**src/rtl/timer_alarm_pkg.sv**
```systemverilog
// Shared constants and helpers for the timer compare/alarm controller.
package timer_alarm_pkg;

    localparam int NCH_MAX = 8;

    localparam logic [7:0] OFF_CTRL        = 8'h00;
    localparam logic [7:0] OFF_STATUS      = 8'h04;
    localparam logic [7:0] OFF_IRQEN       = 8'h08;
    localparam logic [7:0] OFF_CMP_BASE    = 8'h10;
    localparam logic [7:0] OFF_PERIOD_BASE = 8'h14;
    localparam logic [7:0] CH_STRIDE       = 8'h08;

    // Replace only the byte lanes selected by strb.
    function automatic logic [31:0] merge_bytes(input logic [31:0] old_val,
                                                input logic [31:0] new_val,
                                                input logic [3:0]  strb);
        logic [31:0] r;
        r = old_val;
        for (int i = 0; i < 4; i++) begin
            if (strb[i]) r[8*i +: 8] = new_val[8*i +: 8];
        end
        return r;
    endfunction

    function automatic logic [7:0] chan_off(input int c, input logic is_period);
        return 8'(int'(is_period ? OFF_PERIOD_BASE : OFF_CMP_BASE) + c * int'(CH_STRIDE));
    endfunction

endpackage

```
**src/rtl/timer_alarm_chan.sv**
```systemverilog
// One compare channel: CMP/PERIOD registers, equality match, periodic reload
// and one-shot disarm.
module timer_alarm_chan
    import timer_alarm_pkg::*;
(
    input  logic        clk,
    input  logic        resetn,
    input  logic [31:0] count_in,
    input  logic        cmp_we,
    input  logic        period_we,
    input  logic        ctrl_we,
    input  logic        ctrl_wbit,
    input  logic [31:0] wdata,
    input  logic [3:0]  wstrb,
    output logic [31:0] cmp,
    output logic [31:0] period,
    output logic        armed,
    output logic        match
);

    assign match = armed && (count_in == cmp);

    // Software writes take priority over the reload/disarm of the same edge.
    always_ff @(posedge clk) begin
        if (!resetn) begin
            cmp    <= '0;
            period <= '0;
            armed  <= 1'b0;
        end else begin
            if (cmp_we)
                cmp <= merge_bytes(cmp, wdata, wstrb);
            else if (match && period != '0)
                cmp <= cmp + period;

            if (period_we)
                period <= merge_bytes(period, wdata, wstrb);

            if (ctrl_we)
                armed <= ctrl_wbit;
            else if (match && period == '0)
                armed <= 1'b0;
        end
    end

endmodule

```
**src/rtl/timer_alarm.sv**
```systemverilog
// Multi-channel compare/alarm controller on the picorv32 native bus; turns
// timer count matches into a level interrupt.
module timer_alarm
    import timer_alarm_pkg::*;
#(
    parameter int NCH = 4
) (
    input  logic        clk,
    input  logic        resetn,
    input  logic        enable,
    input  logic        mem_valid,
    output logic        mem_ready,
    input  logic        mem_instr,
    input  logic [3:0]  mem_wstrb,
    input  logic [31:0] mem_wdata,
    input  logic [31:0] mem_addr,
    output logic [31:0] mem_rdata,
    input  logic [31:0] count_in,
    output logic        irq
);

    logic            rdy;
    logic            accept;
    logic            wr_en;
    logic [7:0]      off;
    logic [31:0]     rdata_q;
    logic [31:0]     rdata_mux;
    logic [31:0]     irqen_merged;
    logic [NCH-1:0]  armed;
    logic [NCH-1:0]  match;
    logic [NCH-1:0]  pending;
    logic [NCH-1:0]  irq_en;
    logic [NCH-1:0]  clr;
    logic [NCH-1:0]  cmp_we;
    logic [NCH-1:0]  period_we;
    logic [NCH-1:0]  ctrl_we;
    logic [31:0]     cmp_val    [NCH];
    logic [31:0]     period_val [NCH];
    logic            unused_bus;

    assign unused_bus = &{1'b0, mem_instr, mem_addr[31:8], mem_addr[1:0], irqen_merged[31:NCH]};

    assign off    = {mem_addr[7:2], 2'b00};
    assign accept = mem_valid & enable & ~rdy;
    assign wr_en  = accept & (|mem_wstrb);

    for (genvar c = 0; c < NCH; c++) begin : g_chan
        assign cmp_we[c]    = wr_en && (off == chan_off(c, 1'b0));
        assign period_we[c] = wr_en && (off == chan_off(c, 1'b1));
        assign ctrl_we[c]   = wr_en && (off == OFF_CTRL) && mem_wstrb[0];

        timer_alarm_chan u_chan (
            .clk       (clk),
            .resetn    (resetn),
            .count_in  (count_in),
            .cmp_we    (cmp_we[c]),
            .period_we (period_we[c]),
            .ctrl_we   (ctrl_we[c]),
            .ctrl_wbit (mem_wdata[c]),
            .wdata     (mem_wdata),
            .wstrb     (mem_wstrb),
            .cmp       (cmp_val[c]),
            .period    (period_val[c]),
            .armed     (armed[c]),
            .match     (match[c])
        );
    end

    // Channel bits all live in byte lane 0, so only wstrb[0] gates the W1C.
    assign clr = (wr_en && off == OFF_STATUS && mem_wstrb[0]) ? mem_wdata[NCH-1:0] : '0;
    assign irqen_merged = merge_bytes(32'(irq_en), mem_wdata, mem_wstrb);

    always_comb begin
        rdata_mux = '0;
        if (off == OFF_CTRL)
            rdata_mux = 32'(armed);
        else if (off == OFF_STATUS)
            rdata_mux = 32'(pending);
        else if (off == OFF_IRQEN)
            rdata_mux = 32'(irq_en);
        for (int c = 0; c < NCH; c++) begin
            if (off == chan_off(c, 1'b0)) rdata_mux = cmp_val[c];
            if (off == chan_off(c, 1'b1)) rdata_mux = period_val[c];
        end
    end

    // A hardware set in the same cycle as a W1C wins.
    always_ff @(posedge clk) begin
        if (!resetn) begin
            rdy     <= 1'b0;
            rdata_q <= '0;
            pending <= '0;
            irq_en  <= '0;
        end else begin
            rdy     <= accept;
            pending <= (pending & ~clr) | match;
            if (accept)
                rdata_q <= rdata_mux;
            if (wr_en && off == OFF_IRQEN)
                irq_en <= irqen_merged[NCH-1:0];
        end
    end

    assign mem_ready = enable & rdy;
    assign mem_rdata = enable ? rdata_q : '0;
    assign irq       = |(pending & irq_en);

endmodule

```
**config.mk**
```make
export PLATFORM = sky130hd
export DESIGN_NAME = timer_alarm
export DESIGN_NICKNAME = d
export VERILOG_FILES = /design/src/rtl/timer_alarm_pkg.sv /design/src/rtl/timer_alarm_chan.sv /design/src/rtl/timer_alarm.sv
export SDC_FILE = /design/constraint.sdc
export NUM_CORES = 1
export LEC_CHECK = 0
export CAP_MARGIN = 20
export CORE_MARGIN = 2
export CORE_UTILIZATION = 30
export DETAILED_ROUTE_END_ITERATION = 16
export GPL_ROUTABILITY_DRIVEN = 0
export PLACE_DENSITY = 0.58
export SLEW_MARGIN = 25
export SYNTH_ARGS = -nofsm -noshare
export SYNTH_HDL_FRONTEND = slang
export SYNTH_HIERARCHICAL = 1
export SYNTH_SLANG_ARGS = --single-unit
```
**constraint.sdc**
```tcl
create_clock -name clk -period 3.9 [get_ports clk]
set_clock_uncertainty 0.1 [all_clocks]
set_input_delay 0.78 -clock clk [delete_from_list [all_inputs] [get_ports clk]]
set_output_delay 0.78 -clock clk [all_outputs]
set_load 0.03 [all_outputs]
```
Word level (Yosys, flattened, before mapping)
Index checks and enable logic that the tools add are counted.

storage, ports and cells
  output and inout bits = 34
  register bits after elaboration = 301
  input bits = 105

operators by class
  bitwise gates (word level) = 9
  mux-type cells = 33
  equal/unequal tests = 30
  reductions and logical operators = 77
  add/sub/neg operators = 4

operators with widths
  kind                number
  $mux 32             17
  $add 32x32->32      4
  $eq 32x32->1        4
  $logic_not 32->1    4
  $reduce_bool 32->1  4
  $reduce_and 2->1    33
  $mux 8              4
  $ne 2x2->1 const B  16
  $logic_and 1x1->1   25
  $eq 6x3->1 const B  4
  $eq 6x4->1 const B  4
  $mux 4              4
  $reduce_bool 2->1   8
  $and 4x4->4         2
  $logic_not 8->1     1
  $mux 1              8
  $reduce_or 4->1     2
  $eq 6x1->1 const B  1
  $eq 6x2->1 const B  1
  $and 1x1->1         4
  $not 4->4           1
  $or 4x4->4          1
  $not 1->1           1

Depth between registers and ports, before layout
  depth in word-level cells = 12
  gate-level depth with buffers = 12
  gate-level depth less buffers = 11

Hierarchy
The synthesis kept the hierarchy.

by module, submodules not included
  module                                   instances  cells each  area an instance (µm²)  sequential area each (µm²)
  timer_alarm_chan (g_chan[0].u_chan ...)  3          589         4,579.4                 1,301.2
  timer_alarm_chan (g_chan[3].u_chan)      1          589         4,560.6                 1,301.2
  timer_alarm                              1          470         4,111.4                 820.8

Least setup slack after synthesis
Ideal clock, no wire load.

  path kind = input-to-reg
  from = input port mem_addr[7]
  to = register g_chan[0].u_chan.cmp[2]
  path slack = 0.909 ns
  data arrival time = 2.763 ns
  required time = 3.672 ns
  stages on the path = 8
  buffers on the path = 2
  cell sequence = or4b_1 > or2_1 > nor3_1 > clkbuf_1 > buf_1 > o21ai_0 > mux2i_1 > nor2_1

between the ends
  longest elaborated chain between the ends = 4
  elaborated cells between the ends (all ways) = 6

RTL lines
  element                                                           RTL line                source
  start: declaration                                                timer_alarm.sv:16       input logic [31:0] mem_addr,
  $eq 6x3->1 *                                                      timer_alarm.sv:48       assign cmp_we[c] = wr_en && (off == chan_off(c, 1'b0));
  $logic_and 1x1->1 *                                               timer_alarm.sv:48
  net cmp_we[0]                                                     timer_alarm.sv:34       logic [NCH-1:0] cmp_we;
  $ne 2x2->1 (no line) / $reduce_bool 2->1 (equally long branches)  --
  $reduce_and 2->1 (no line)                                        --
  end signal: assignment                                            timer_alarm_chan.sv:31  cmp <= merge_bytes(cmp, wdata, wstrb);
  end signal: assignment                                            timer_alarm_chan.sv:33  cmp <= cmp + period;
  end: declaration                                                  timer_alarm_chan.sv:15  output logic [31:0] cmp,

The timed path passes the listed nets; every way through them passes the cells marked *.
A chain may end at the register's enable or synchronous reset.

Worst setup path in the final report
  from = register g_chan[3].u_chan.cmp[9]
  to = register g_chan[3].u_chan.cmp[30]

between the ends
  longest elaborated chain between the ends = 5
  elaborated cells between the ends (all ways) = 8

RTL lines
  element                                                 RTL line
  start: declaration                                      timer_alarm_chan.sv:15
  start signal: assignment                                timer_alarm_chan.sv:31
  start signal: assignment                                timer_alarm_chan.sv:33
  branches (longest 5 deep; another with $add 32x32->32)  --

Parallel ways; which one is timed is not known. The select of a mux whose other input is x is not followed.

==> results.cfg <==
[clock_tree]
ctsHtreeMaxLevel = 2
cts.sinks = 301
clk_latency_ns = 0.57
clockBufferDepth = 3
cts-resized-gates = 0
clk_pin_slew_worst_paths_ns = 0.06
cts_tree = yes
cts_setup_buffers = 0
ctsHoldBuffers = 0
cts_buffers = 37
cts_root_buf = clkbuf_16

[routing]
drt_iter0_markers = 2098
firstDrtPassIters = 7
ant_nets = 0
totalWireLength_microns = 94700
vias = 22800
wl_per_cell_microns = 24.2
drc = 0
via_per_inst = 5.82

[global_route]
grt_max_degree = 58
grt_first_pass_wirelength_microns = 138000
grt_usage_pct = 23.8
antenna_found_initial = 4
grt_pass1_vias = 20900
overflow = 0

[final_layout]
finalNonFillerCells = 3909
finalInstanceArea_sq_mm = 0.0261
fillers = 7813
final-seq-area_sq_mm = 0.00603
nets = 3141
layout_common_cells = nand2_1, a21oi_1, dfxtp_1, nor2_1, nand3_1
drive_gt1_share_pct = 10.4
utilization_pct = 35.2
multiInputGateArea_sq_mm = 0.0156
layout_commonest_cell = nand2_1
syn2layout_area_growth_pct = 16.5

[logic_synthesis]
async_flop_share_pct = 0
ys_ff_latch = 301
synth_cell_type_count = 87
syn_area_per_cell_sq_um = 7.93
yosysWarnings = 6
syn_inst = 2826
synth_ff_type = dfxtp_1
syn_nets = 3059
synth_area_sq_mm = 0.0224
synth_edf_count = 0
synth-seq-area-share_pct = 26.9

[die]
dieHeight_microns = 277
ios = 139
core_area_sq_mm = 0.0742
initial_utilization_pct = 30.2
die_area_sq_mm = 0.0769
rows = 100
die_x_microns = 277

[timing]
rsz0062_at_grt = false
setup_tns_ns = 0
slew_headroom_pct = 29.1
finalCritPeriodShare_pct = 89.5
tightest_slew_ns = 1.06
fin_ws_ns = 0.411
setup_viol = 0
max_freq_mhz = 287
min_period_ns = 3.49
maxSlewViolCount = 0
hold_violations = 0

[critical_path]
critPathLaunchType = register
arrival_ns = 3.81
reg2reg_from = g_chan[3].u_chan/cmp[9]$_SDFFE_PN0P_
reg2reg_slack_ns = 0.41
worstPathCellList = ha_1 > a211oi_1 > nor2_1 > a2111oi_0 > a21oi_1 > o2111ai_1 > o21ai_1 > a211oi_1 > xor2_1 > o22ai_1
crit_required_ns = 4.22
rr_worst_depth = 10
endpoint_kind = register
reg2reg_to = g_chan[3].u_chan/cmp[30]$_SDFFE_PN0P_
critPathLaunch = g_chan[3].u_chan/cmp[9]$_SDFFE_PN0P_
cpMaxStageDelayCell = dfxtp_1
crit_path_max_fanout = 5
crit_end = g_chan[3].u_chan/cmp[30]$_SDFFE_PN0P_
path_class = register to register
slowest_delay_ns = 0.52
critPathMostFrequentCell = a211oi_1

[placement]
placedCellCount = 3838
placed_cell_area_sq_mm = 0.0248
hpwl_microns = 74000
post-place-ws_ns = -0.0167
io_buffers = 111

[pwr]
power_density_mw_per_mm2 = 288
peakVddDrop_uv = 221
p_leak_nw = 10.3

[job]
drv_cap = 0

[status]
status = finished, final reports clean

[hold_path]
holdCritPathClass = register to register
-- layer usage --
layer	track usage (%)	up-vias	share of wire (%)
li1	-	10600	-
met2	37.2	1083	44
met4	10.2	2	4.4
met5	0	-	0.013
met3	3.35	170	8.6
met1	32.5	10900	43
-- registers in the layout (all words and copies together), names as in the netlist --
name / count
g_chan.u_chan/armed: 4
g_chan.u_chan/cmp: 128
g_chan.u_chan/period: 128
irq_en: 4
pending: 4
rdata_q: 32
rdy: 1
-- worst max-delay path, delay by kind of cell (launching register included) --
| family | cells | cell delay (ns) |
|---|---|---|
| AO/OA/AOI/OAI | 7 | 2.02 |
| flip-flops | 1 | 0.52 |
| XOR/XNOR | 1 | 0.23 |
| adder cells (fa/ha/maj) | 1 | 0.35 |
| AND/OR/NAND/NOR | 1 | 0.12 |
-- power breakdown --
group / internal [mW] / switching [mW]
clock network: 2.29 / 1.48
registers: 3.09 / 0.0133
logic: 0.202 / 0.447
total: 5.57 / 1.94
-- per-stage QoR --
stage          power, mW  hold WS (ns)
5_1_grt             7.71         0.377
3_3_place_gp        3.80         0.347
2_1_floorplan       3.44         0.317
3_5_place_dp        3.80         0.339
4_1_cts             7.54         0.353
6_report            7.51         0.347
-- worst min-delay path by stage --
stage | cells after the start | to | startpoint | slack [ns]
detailed placement | 2 | rdata_q[25]$_SDFFE_PN0P_ | rdata_q[25]$_SDFFE_PN0P_ | 0.34
global placement | 2 | rdata_q[26]$_SDFFE_PN0P_ | rdata_q[26]$_SDFFE_PN0P_ | 0.35
floorplan | 2 | rdata_q[10]$_SDFFE_PN0P_ | rdata_q[10]$_SDFFE_PN0P_ | 0.32
finish | 2 | rdata_q[25]$_SDFFE_PN0P_ | rdata_q[25]$_SDFFE_PN0P_ | 0.35
CTS | 2 | rdata_q[25]$_SDFFE_PN0P_ | rdata_q[25]$_SDFFE_PN0P_ | 0.35
global route | 2 | rdata_q[25]$_SDFFE_PN0P_ | rdata_q[25]$_SDFFE_PN0P_ | 0.38
-- area by class of cell --
cell class,instances,area share (%)
Sequential cell,301,23.1
Inverter,26,0.374
Tap cell,969,4.64
Multi-Input combinational cell,2343,59.7
Antenna cell,3,0.0288
Timing Repair Buffer,199,7.12
Clock buffer,55,4.35
Clock inverter,13,0.681
-- logic make-up after synthesis --
logic type | count (synthesis) | synth area share [%]
buffers and inverters | 182 | 3.70
AOI/OAI and AO/OA | 855 | 24.6
adders and majority gates | 128 | 7.28
DFF | 301 | 26.9
and+or+nand+nor | 1041 | 22.5
muxes | 89 | 6.04
xor gates and xnor gates | 230 | 8.99
-- Yosys cell counts, types with 41 or more instances --
| master | instances | area [sq um] |
|---|---|---|
| xor2_1 | 153 | 1340 |
| a21oi_1 | 329 | 1650 |
| a21o_1 | 58 | 435 |
| nor4_1 | 59 | 369 |
| dfxtp_1 | 301 | 6030 |
| xnor2_1 | 77 | 674 |
| nand2_1 | 351 | 1320 |
| and2_1 | 53 | 332 |
| nor2_1 | 207 | 777 |
| a211oi_1 | 51 | 383 |
| nand3_1 | 173 | 866 |
| ha_1 | 124 | 1550 |
| clkbuf_1 | 99 | 372 |
| o21ai_0 | 110 | 551 |
| a22oi_1 | 41 | 308 |
Power figures use the tool's default switching activity.
